## src/rtl/ramreader_sched_pkg.sv

```systemverilog
// ramreader_sched_pkg
// Shared types and constants for the RAMReader round-robin scheduler.
//   state_e      : scheduler FSM states
//   LINE_BYTES   : granule of every job length (low bits of NBYTES dropped)
//   BEAT_BYTES   : AXI beat width of the reader
//   RAM_BYTES    : capacity of the reader's line-buffer RAM (upper chunk limit)
//   line_floor() : rounds a byte count down to whole lines
package ramreader_sched_pkg;

    typedef enum logic [2:0] {
        ST_IDLE   = 3'd0,
        ST_ISSUE  = 3'd1,
        ST_SETTLE = 3'd2,
        ST_WAIT   = 3'd3,
        ST_DONE   = 3'd4
    } state_e;

    localparam int LINE_BYTES = 128;
    localparam int BEAT_BYTES = 8;
    localparam int RAM_BYTES  = 512 * BEAT_BYTES;

    function automatic logic [31:0] line_floor(input logic [31:0] nbytes);
        return nbytes & ~32'(LINE_BYTES - 1);
    endfunction

endpackage

```

## src/rtl/ramreader_sched_rr_arbiter.sv

```systemverilog
// rr_arbiter
// Combinational round-robin pick: the first requesting index at or after
// ptr_i, wrapping around. The pointer itself is owned by the parent.
//   req_i : request vector
//   ptr_i : index with highest priority this cycle
//   gnt_o : one-hot grant (all zero when nothing requests)
//   idx_o : binary index of the granted requester
//   any_o : at least one request present
module rr_arbiter #(
    parameter  int NREQ = 2,
    localparam int IW   = $clog2(NREQ)
) (
    input  logic [NREQ-1:0] req_i,
    input  logic [IW-1:0]   ptr_i,
    output logic [NREQ-1:0] gnt_o,
    output logic [IW-1:0]   idx_o,
    output logic            any_o
);

    always_comb begin
        int cand;
        logic found;
        gnt_o = '0;
        idx_o = '0;
        found = 1'b0;
        cand  = 0;
        // Walk priorities starting at the pointer; the inner loop turns the
        // rotated index back into a constant bit position.
        for (int k = 0; k < NREQ; k++) begin
            cand = int'(ptr_i) + k;
            if (cand >= NREQ) begin
                cand = cand - NREQ;
            end
            for (int j = 0; j < NREQ; j++) begin
                if (!found && (cand == j) && req_i[j]) begin
                    found    = 1'b1;
                    gnt_o[j] = 1'b1;
                    idx_o    = IW'(j);
                end
            end
        end
        any_o = found;
    end

endmodule

```

## src/rtl/ramreader_sched.sv

```systemverilog
// ramreader_sched
// Shares one RAMReader among NREQ requesters. Each accepted job is split into
// chunks of at most MAX_CHUNK bytes which are issued one at a time over the
// reader's VALID/READY control port; REQ_DONE pulses once the last chunk drains.
//   ACLK, ARESETN       : clock, asynchronous active-low reset
//   REQ_VALID/REQ_READY : per-requester job handshake (READY one-hot, 1 cycle)
//   REQ_ADDR/REQ_NBYTES : packed 32-bit start address / byte count per requester
//   REQ_DONE            : one-hot completion pulse
//   GRANT               : requester currently owning the reader
//   BUSY                : scheduler not idle
//   RD_VALID/RD_READY   : reader control handshake
//   RD_START_ADDR/RD_NBYTES : chunk descriptor driven while RD_VALID is high
module ramreader_sched
    import ramreader_sched_pkg::*;
#(
    parameter  int NREQ      = 2,
    parameter  int MAX_CHUNK = 4096,
    localparam int GW        = $clog2(NREQ)
) (
    input  logic                ACLK,
    input  logic                ARESETN,
    input  logic [NREQ-1:0]     REQ_VALID,
    output logic [NREQ-1:0]     REQ_READY,
    input  logic [NREQ*32-1:0]  REQ_ADDR,
    input  logic [NREQ*32-1:0]  REQ_NBYTES,
    output logic [NREQ-1:0]     REQ_DONE,
    output logic [GW-1:0]       GRANT,
    output logic                BUSY,
    output logic                RD_VALID,
    input  logic                RD_READY,
    output logic [31:0]         RD_START_ADDR,
    output logic [31:0]         RD_NBYTES
);

    localparam logic [31:0] MAX_CHUNK_W = 32'(MAX_CHUNK);

    if ((MAX_CHUNK % LINE_BYTES) != 0 || MAX_CHUNK > RAM_BYTES || MAX_CHUNK < LINE_BYTES) begin : g_bad_chunk
        $error("ramreader_sched: MAX_CHUNK must be a multiple of 128 in 128..4096");
    end

    state_e        state_q, state_d;
    logic [GW-1:0] ptr_q, ptr_d;
    logic [GW-1:0] grant_q, grant_d;
    logic [31:0]   addr_q, addr_d;
    logic [31:0]   rem_q, rem_d;

    logic [NREQ-1:0] arb_gnt;
    logic [GW-1:0]   arb_idx;
    logic            arb_any;
    logic [31:0]     sel_addr;
    logic [31:0]     sel_nbytes;
    logic [31:0]     chunk;

    rr_arbiter #(.NREQ(NREQ)) u_arb (
        .req_i (REQ_VALID),
        .ptr_i (ptr_q),
        .gnt_o (arb_gnt),
        .idx_o (arb_idx),
        .any_o (arb_any)
    );

    // One-hot mux of the granted requester's job descriptor.
    always_comb begin
        sel_addr   = '0;
        sel_nbytes = '0;
        for (int j = 0; j < NREQ; j++) begin
            if (arb_gnt[j]) begin
                sel_addr   = sel_addr   | REQ_ADDR[32*j +: 32];
                sel_nbytes = sel_nbytes | REQ_NBYTES[32*j +: 32];
            end
        end
    end

    assign chunk = (rem_q > MAX_CHUNK_W) ? MAX_CHUNK_W : rem_q;

    always_ff @(posedge ACLK or negedge ARESETN) begin
        if (!ARESETN) begin
            state_q <= ST_IDLE;
            ptr_q   <= '0;
            grant_q <= '0;
            addr_q  <= '0;
            rem_q   <= '0;
        end else begin
            state_q <= state_d;
            ptr_q   <= ptr_d;
            grant_q <= grant_d;
            addr_q  <= addr_d;
            rem_q   <= rem_d;
        end
    end

    always_comb begin
        state_d = state_q;
        ptr_d   = ptr_q;
        grant_d = grant_q;
        addr_d  = addr_q;
        rem_d   = rem_q;
        unique case (state_q)
            ST_IDLE: begin
                if (arb_any) begin
                    ptr_d   = (arb_idx == GW'(NREQ - 1)) ? '0 : arb_idx + 1'b1;
                    grant_d = arb_idx;
                    addr_d  = sel_addr;
                    rem_d   = line_floor(sel_nbytes);
                    // Sub-line jobs would hang the reader; finish them here.
                    state_d = (line_floor(sel_nbytes) == '0) ? ST_DONE : ST_ISSUE;
                end
            end
            ST_ISSUE: begin
                if (RD_READY) begin
                    addr_d  = addr_q + chunk;
                    rem_d   = rem_q - chunk;
                    state_d = ST_SETTLE;
                end
            end
            // The reader still shows READY the cycle after the handshake;
            // skipping it keeps that stale READY from ending WAIT early.
            ST_SETTLE: state_d = ST_WAIT;
            ST_WAIT: begin
                if (RD_READY) begin
                    state_d = (rem_q == '0) ? ST_DONE : ST_ISSUE;
                end
            end
            ST_DONE: state_d = ST_IDLE;
            default: state_d = ST_IDLE;
        endcase
    end

    // REQ_READY is the only output that looks at inputs; it is forced low in
    // reset so every output reads zero while ARESETN is asserted.
    assign REQ_READY     = (state_q == ST_IDLE && ARESETN) ? arb_gnt : '0;
    assign GRANT         = grant_q;
    assign BUSY          = (state_q != ST_IDLE);
    assign RD_VALID      = (state_q == ST_ISSUE);
    assign RD_START_ADDR = (state_q == ST_ISSUE) ? addr_q : '0;
    assign RD_NBYTES     = (state_q == ST_ISSUE) ? chunk  : '0;

    for (genvar gi = 0; gi < NREQ; gi++) begin : g_done
        assign REQ_DONE[gi] = (state_q == ST_DONE) && (grant_q == GW'(gi));
    end

endmodule

```

## config.mk

```make
export PLATFORM = sky130hd
export DESIGN_NAME = ramreader_sched
export DESIGN_NICKNAME = d
export VERILOG_FILES = /design/src/rtl/ramreader_sched_pkg.sv /design/src/rtl/ramreader_sched_rr_arbiter.sv /design/src/rtl/ramreader_sched.sv
export SDC_FILE = /design/constraint.sdc
export NUM_CORES = 1
export LEC_CHECK = 0
export CORE_MARGIN = 3
export CORE_UTILIZATION = 47
export DETAILED_ROUTE_END_ITERATION = 16
export PLACE_DENSITY_LB_ADDON = 0.08
export SYNTH_ARGS = -nofsm -noshare
export SYNTH_HDL_FRONTEND = slang
export SYNTH_HIERARCHICAL = 1
export SYNTH_SLANG_ARGS = --single-unit
```

## constraint.sdc

```tcl
create_clock -name ACLK -period 5.4 [get_ports ACLK]
set_input_delay 0.81 -clock ACLK [delete_from_list [all_inputs] [get_ports ACLK]]
set_output_delay 0.81 -clock ACLK [all_outputs]
set_load 0.005 [all_outputs]
```

==> metrics.md <==
| Metric | Value |
|---|---|
| Status | completed |
| Most used routing layer | met2 |
| Final setup fails | 0 |
| Hold_sp | rem_q[31]$_DFFE_PN0P_ |
| GPL Wtd Cong | 1.02 |
| Total GRT Usage | 0.269 |
| Psw | 1980 µW |
| First-pass DRT Iterations | 5 |
| YS warnings | 6 |
| Drt initial violations | 502 |
| Clk pin slew, worst setup/hold paths | 60 ps |
| DRC Markers | 0 |
| R2r startpoint | rem_q[2]$_DFFE_PN0P_ |
| Clk_lat worst skew | 340 ps |
| Clk sinks | 69 |
| Routed via count | 6717 |
| Chip height | 121 µm |
| WL final | 19700 µm |
| Tcrit/Tclk final | 0.941 |
| DP HPWL | 14500 µm |
| RSZ-0062 raised after global routing | no |
| Yosys top cell area share | 0.280 |
| Met3 Use GR | 0.0398 |
| Max IR drop VDD | 0.269 mV |
| Placement Setup Slack | 411 ps |
| Remaining Overflow, GRT | 0 |
| Yosys top cell by area | dfrtp_1 |
| I/O pin count | 204 |
| Post-route cell area | 0.00825 mm² |
| Largest net degree at the start of global routing | 62 |
| Met1 usage | 0.357 |
| Antenna viol nets, final | 0 |
| FFs w/ async S/R, synth | 1.00 |
| CTS tree | built |
| Starting Density | 0.485 |
| Layout Nets | 1106 |
| Layout cells sized above 1 | 0.0424 |
| WL/cell | 17.7 µm |
| Crit path arrival time | 5260 ps |
| Post-synth EDFFs | 0 |
| Clock tree root buffer cell | clkbuf_16 |
| Sw frac | 0.460 |
| Worst hold path type | flip-flop to flip-flop |
| First-pass GRT wire length | 31700 µm |
| Max Clock Freq | 0.197 GHz |
| # diodes | 0 |
| Reg2reg end | addr_q[30]$_DFFE_PN0P_ |
| Die ar. | 0.0145 mm² |
| Synth cell count leaders | 69 x dfrtp_1, 66 x o21ai_0, 60 x nand2_1, 60 x nor2_1, 52 x a21oi_1 |
| Worst reg2reg path depth | 16 |
| Count leader, synth | dfrtp_1 |
| Post-CTS Setup Bufs | 0 |
| Site row count | 41 |
| Post-synthesis cell count | 785 |
| CTS H-tree lvls | 3 |
| Crit Path Class | flip-flop to flip-flop |
| Clk_skew | 4.08 ps |
| Max Cap Viol | 0 |
| Slew Limit Fails | 0 |
| Clock buffer count from CTS | 9 |
| Die outline width | 121 µm |
| Final Critical Period | 5080 ps |
| Port Buffer Count | 170 |
| Leakage power | 0.00345 µW |
| Dpl cell area | 0.00796 mm² |
| Vias/cell | 6.02 |
| Core Footprint | 0.0127 mm² |
| Sequential share of the synthesized area | 0.280 |
| Cts hold-fix bufs | 0 |
| Final Hold Vio Count | 0 |
| Worst setup path end | addr_q[30]$_DFFE_PN0P_ |
| Mean Syn Cell Area | 7.86 µm² |
| Total internal power | 2330 µW |
| Sequential share of power | 0.234 |
| Max Buffers Root-to-Sink | 2 |
| Clock power frac | 0.136 |
| Number of synthesized register bits | 69 |
| Area delta synth->final | 33.6% |
| Synth cell types | 67 |
| CP Max Fanout | 14 |
| Synth top area cells | dfrtp_1 28%, ha_1 6.5%, o21ai_0 5.4%, and2_1 5.2%, a22oi_1 4.6% |
| Tot Pwr | 4310 µW |
| Mapped Area | 0.00617 mm² |
| Combinational group share of total power | 0.630 |
| Critical Path Source | rem_q[2]$_DFFE_PN0P_ |
| Prevailing post-synth register cell | dfrtp_1 |
| Setup TNS | 0 ps |
| Worst Max-Slew Pin Slew | 1130 ps |
| Met2 Use GR | 0.454 |
| Vias in the first global route | 6455 |
| Req. time, crit path | 5580 ps |
| PD cells | 523 mW/mm² |
| CP endpoint kind | flip-flop |
| Slew headroom | 0.244 |
| Startpoint types | flip-flop |
| FF-to-FF setup slack | 320 ps |
| CTS resizes | 0 |
| Initial antenna violation count | 0 |
| Setup WS post-layout | 321 ps |
[through the flow]
stage | utilization | instances | hold WS [ps]
floorplan | - | 822 | 450
global placement | 0.626 | 1101 | 467
detailed placement | 0.626 | 1101 | 471
CTS | 0.648 | 1115 | 483
global route | 0.648 | 1115 | 517
finish | 0.648 | 1115 | 482
[sequential cells by signal (all words and copies together), names as in the netlist]
name     cells
GRANT        1
addr_q      32
state_q      3
ptr_q        1
rem_q       32
[layer usage]
layer	part of all wire	wire length, µm	vias to the layer above
li1	-	-	3195
met1	0.44	8590	3230
met2	0.48	9500	260
met3	0.063	1250	32
met4	0.019	377	0
met5	0	0	-
[how the worst min path moves through the flow]
stage                            end  slack, ps  cells past startpoint
2_1_floorplan  rem_q[31]$_DFFE_PN0P_        450                      2
3_3_place_gp   rem_q[31]$_DFFE_PN0P_        470                      2
3_5_place_dp   rem_q[31]$_DFFE_PN0P_        470                      2
4_1_cts        rem_q[31]$_DFFE_PN0P_        480                      2
5_1_grt        rem_q[22]$_DFFE_PN0P_        520                      1
6_report       rem_q[31]$_DFFE_PN0P_        480                      2
[cells by family after synthesis]
logic type	count (synthesis)	share of synthesized area
XOR/XNOR	22	0.0312
flip-flops	69	0.280
AO/OA/AOI/OAI	286	0.308
buffers and inverters	82	0.0637
multiplexers	1	0.00162
adder cells (fa/ha/maj)	33	0.0681
AND/OR/NAND/NOR	291	0.246
other	1	0.000608
[cell usage in the layout (no fill, tap or decap), drive strengths merged, types with 7 or more instances in the layout]
cell           netlist  final
xnor2               11     11
xor2                11     11
ha                  32     32
a21o                19     19
clkdlybuf4s50        0    169
a31oi                8      8
o211ai               7      7
a22oi               38     38
nor4                 9      9
inv                 10     10
and3                17     17
nand2               60     60
nand3               25     25
a211oi               7      7
clkbuf              41     12
conb                 1     38
nand4               14     14
buf                 31     10
a21oi               52     52
nor3                28     28
a221o               18     18
and2                52     52
o21ai               77     77
nor2                60     60
a22o                11     11
or3                  7      7
dfrtp               69     69
[power groups by stage]
stage	Combinational (µW)	Clock, µW	Sequential, µW
finish	2720	584	1010
floorplan	1870	0	922
CTS	2680	593	1000
global placement	2580	0	994
detailed placement	2660	0	1010
global route	3020	615	1050
[worst max-delay path: stages, from the launching register on]
cell and delay, ps:
dfrtp_1 440, or4_1 630, nor4b_2 380, nand3_1 210, nand2_1 130, and2_2 280
and2_1 170, ha_1 280, a211oi_1 320, nor2_1 120, o31ai_1 490, a21oi_1 250
nor3_2 310, o21ai_0 240, a311oi_1 400, xor2_1 180, a21oi_1 80
[area by class of cell]
type / instances / area, µm²
sequential: 69 / 1730
clock buffer: 12 / 246
multi-input combinational: 671 / 4220
inverter: 10 / 37.5
tap: 172 / 215
timing repair buffer: 179 / 1760
clock inverter: 2 / 35.0
fill: 1158 / 4480
No activity file was read; power rests on OpenSTA's default activity.
